--- src/rtl/regfile_mp.sv ---
// Multi-read-port register file with link write port, synchronous reset and a sequential soft-clear engine.
// Define REGFILE_BYPASS_EN to forward same-cycle writes to the read ports.
module regfile_mp #(
  parameter int REGBITS  = 5,
  parameter int WIDTH    = 32,
  parameter int NREAD    = 2,
  parameter int LINK_REG = 31
) (
  input  logic                     clk,
  input  logic                     reset,
  input  logic                     wr_en,
  input  logic [REGBITS-1:0]       wr_addr,
  input  logic [WIDTH-1:0]         wr_data,
  input  logic                     link_en,
  input  logic [WIDTH-1:0]         link_data,
  input  logic [NREAD*REGBITS-1:0] rd_addr,
  output logic [NREAD*WIDTH-1:0]   rd_data,
  input  logic                     clr_req,
  output logic                     busy
);

  localparam int                 DEPTH     = 2 ** REGBITS;
  localparam logic [REGBITS-1:0] LINK_ADDR = REGBITS'(LINK_REG);

  typedef enum logic {
    IDLE,
    CLEAR
  } state_t;

  state_t             state_q, state_d;
  logic [REGBITS-1:0] cnt_q, cnt_d;
  logic [WIDTH-1:0]   mem [DEPTH];
  logic               wr_ok;
  logic               link_ok;

  // Soft-clear sequencer: sweeps entries 1..DEPTH-1, one per cycle.
  always_comb begin
    // NOTE: every combinational output gets a default first so no path can infer a latch.
    state_d = state_q;
    cnt_d   = cnt_q;
    case (state_q)
      IDLE: begin
        if (clr_req) begin
          state_d = CLEAR;
          cnt_d   = REGBITS'(1);
        end
      end
      CLEAR: begin
        if (cnt_q == '1) begin
          state_d = IDLE;
          cnt_d   = '0;
        end else begin
          cnt_d = cnt_q + REGBITS'(1);
        end
      end
      default: begin
        state_d = IDLE;
        cnt_d   = '0;
      end
    endcase
  end

  always_ff @(posedge clk) begin
    // NOTE: sequential state uses non-blocking assignments so all flops update from pre-edge values.
    if (reset) begin
      state_q <= IDLE;
      cnt_q   <= '0;
    end else begin
      state_q <= state_d;
      cnt_q   <= cnt_d;
    end
  end

  assign busy = (state_q == CLEAR);

  // Writes are dropped while clearing; the general port wins a collision on LINK_ADDR.
  assign wr_ok   = wr_en && (wr_addr != '0) && !busy;
  assign link_ok = link_en && (LINK_ADDR != '0) && !busy && !(wr_en && (wr_addr == LINK_ADDR));

  always_ff @(posedge clk) begin
    // NOTE: the array is reset explicitly because reset must clear every register, so it maps to flops, not RAM.
    if (reset) begin
      for (int i = 0; i < DEPTH; i++) begin
        mem[i] <= '0;
      end
    end else if (busy) begin
      mem[cnt_q] <= '0;
    end else begin
      if (link_ok) mem[LINK_ADDR] <= link_data;
      if (wr_ok)   mem[wr_addr]   <= wr_data;
    end
  end

  always_comb begin
    logic [REGBITS-1:0] idx;
    logic [WIDTH-1:0]   val;
    rd_data = '0;
    for (int k = 0; k < NREAD; k++) begin
      idx = rd_addr[k*REGBITS +: REGBITS];
      val = (idx == '0) ? '0 : mem[idx];
`ifdef REGFILE_BYPASS_EN
      // wr_ok/link_ok already exclude busy, r0 and the port collision.
      if (link_ok && (idx == LINK_ADDR)) val = link_data;
      if (wr_ok && (idx == wr_addr))     val = wr_data;
`endif
      rd_data[k*WIDTH +: WIDTH] = val;
    end
  end

endmodule

--- config.mk ---
export PLATFORM = sky130hd
export DESIGN_NAME = regfile_mp
export DESIGN_NICKNAME = d
export VERILOG_FILES = /design/src/rtl/regfile_mp.sv
export SDC_FILE = /design/constraint.sdc
export NUM_CORES = 2
export LEC_CHECK = 0
export CAP_MARGIN = 20
export CORE_MARGIN = 2
export CORE_UTILIZATION = 55
export DETAILED_ROUTE_END_ITERATION = 16
export PLACE_DENSITY = 0.72
export SLEW_MARGIN = 20
export SYNTH_ARGS = -nofsm -noshare
export SYNTH_HDL_FRONTEND = slang
export SYNTH_SLANG_ARGS = --single-unit
--- constraint.sdc ---
create_clock -name clk -period 11.2 [get_ports clk]
set_clock_uncertainty 0.2 [all_clocks]
set_input_delay 2.8 -clock clk [delete_from_list [all_inputs] [get_ports clk]]
set_output_delay 2.8 -clock clk [all_outputs]
set_load 0.005 [all_outputs]
==> results.cfg <==
[worst_setup_path]
cp.arrival_ns = 6.68
worst_ep_required_time_ns = 8.20
crit_fanout = 92
crit_type = input port to primary output
reg2reg_from = busy
startpoint_type = input port
startpoint = rd_addr[6]
end_kind = primary output

[route]
vias = 40444
drt_pass1_iterations = 6
vias_per_cell = 7.64
drt_iter0_drc = 6552
wl_per_cell_um = 37.1
route.detailed.drc = 0
wl_mm = 196
ant_nets = 0

[sta]
rsz0062_at_grt = no
finalSetupViolations = 0
finalMaxSlewViolations = 0
fin_crit_ns = 9.68
max_freq_mhz = 103
worstMarginPinSlew_ns = 1.36
hold_violations = 0
min_period_over_period_pct = 86.5
fin_tns_setup_ns = 0
fin_ws_ns = 1.52
maxSlewHeadroom_pct = 8.42

[synthesis]
syn_area_per_cell_um2 = 13.8
ys.flop_type = edfxtp_1
synth_area_leaders = edfxtp_1, mux4_2, nor3_1, mux2i_1, nor2_1
ys_ff_latch = 1030
ys_seq_area_share_pct = 56.2
synth-edff-count = 1024
synthDominantAreaCellType = edfxtp_1
ys_warn_count = 0
netlist_instances = 3964
yosysUniqueCellTypes = 59
synth_top_area_share_pct = 56.0
syn-cell-area_mm2 = 0.0549
async_flop_share_pct = 0

[power_and_ir_drop]
p_int_mw = 6.75
power.leakage_nw = 19.5
powerDensity_mw_per_mm2 = 149
ir_worst_vdd_uv = 130
p_sw_share_pct = 26.4
switching_power_mw = 2.42
pwr-share-clk_pct = 37.7
power_frac_comb_pct = 13.6
seq_power_share_pct = 48.7

[global_route]
grt_use_met3_pct = 10.9
antenna_found_initial = 5
grt-busiest-layer = met2
grt_max_degree = 151
grt_pass1_wl_mm = 280
overflow = 0
grt_util_all_layers_pct = 38.3
grt_pass1_vias = 40516
grt_use_met2_pct = 57.4
use_met1_pct = 48.6

[floorplan]
die-area_mm2 = 0.102
die_w_um = 320
start_util_pct = 55.6
io_pins = 149
fp-row-count = 115
die_y_um = 320
core-area_mm2 = 0.0987

[layout]
syn2layout_area_growth_pct = 11.7
final_nets = 4009
drive_gt1_share_pct = 21.7
final_common_cell = edfxtp_1
n_antenna_cell = 0
final_cell_mix = edfxtp_1, mux4_2, nor3_1

[worst_hold_path]
hold_class = flop to flop
min_from = cnt_q[1]

[clock_tree]
cts.htree.levels = 3
clk_pin_slew_ns = 0.06
post_cts_resized = 0
clkSinkCount = 1030
root_buffer = clkbuf_16
cts_hold_buf = 0
clockBufferDepth = 3
cts_setup_buffers = 0
cts_made_buffers = 107
cts_tree = done
clk-insertion-delay-late_ns = 0.69

[placed_design]
io_buffers = 148
pre_cts_ws_ns = 1.68
dp_hpwl_mm = 114
place.gp.congestion = 0.971

[run]
maxCapViolations = 0

[run_status]
outcome = finished, final reports clean
-- sequential cells by signal (all words and copies together) (netlist names) --
name	cells
cnt_q	5
busy	1
mem	1024
-- cells by family after synthesis --
kind of cell | after synthesis | synth area share [%]
AND/OR/NAND/NOR | 1357 | 12.1
adder cells (fa/ha/maj) | 2 | 0.0456
multiplexers | 642 | 22.1
other | 1 | 0.00683
buffers and inverters | 462 | 3.39
flip-flops | 1030 | 56.2
AO/OA/AOI/OAI | 470 | 6.19
-- power by group through the flow --
stage / registers [mW] / logic (mW) / clock network, mW
floorplan: 4.52 / 0.686 / 0
global placement: 4.53 / 1.19 / 0
detailed placement: 4.54 / 1.20 / 0
CTS: 4.46 / 1.20 / 3.45
global route: 4.48 / 1.26 / 3.60
finish: 4.46 / 1.25 / 3.45
-- per-layer routing --
metal  vias to the layer above  part of all wire (%)
met5                         -                 0.011
met4                         4                   8.3
met3                       801                    15
met2                      3823                    45
met1                     20060                    32
li1                      15756                     -
-- synth_stat cells (66+ instances only) --
master	count
nor2b_1	70
o21ai_0	121
nor3_1	391
edfxtp_1	1024
mux2i_1	130
nor4_1	97
buf_2	94
a22oi_1	66
nor2_1	339
nand2_1	266
mux4_2	448
clkbuf_1	315
and2_1	132
-- critical path: stages --
cell	delay [ns]
buf_8	0.51
buf_12	0.65
mux4_2	0.36
o2111ai_1	0.29
a311oi_1	1.23
clkdlybuf4s50_1	0.71
-- worst paths after layout --
| check | endpoint | slack (ns) | depth (start not counted) |
|---|---|---|---|
| setup / recovery | rd_data[46] | 1.52 | 6 |
| hold / removal | cnt_q[3] | 0.42 | 2 |
| setup reg to reg | mem[20][26] | 6.22 | 6 |
| hold reg to reg | cnt_q[3] | 0.42 | 2 |
-- stage by stage --
| step | util (%) | power [mW] | hold WS [ns] | cells | instance area (um2) |
|---|---|---|---|---|---|
| final | 62.1 | 9.16 | 0.420 | 5293 | 61300 |
| after floorplan | - | 5.21 | 0.332 | 3995 | 55000 |
| after global placement | 58.7 | 5.72 | 0.396 | 5101 | 58000 |
| after CTS | 62.1 | 9.11 | 0.412 | 5293 | 61300 |
| after detailed placement | 58.7 | 5.74 | 0.404 | 5101 | 58000 |
| after global routing | 62.1 | 9.34 | 0.447 | 5293 | 61300 |
-- final cells by class --
class / instances / area, um2
sequential: 1030 / 30900
clock inverter: 61 / 529
fill: 7346 / 37400
timing repair buffer: 273 / 2540
tap: 1287 / 1610
clock buffer: 131 / 2770
multi-input combinational: 2503 / 23000
inverter: 8 / 32.5
Power figures use the tool's default switching activity.
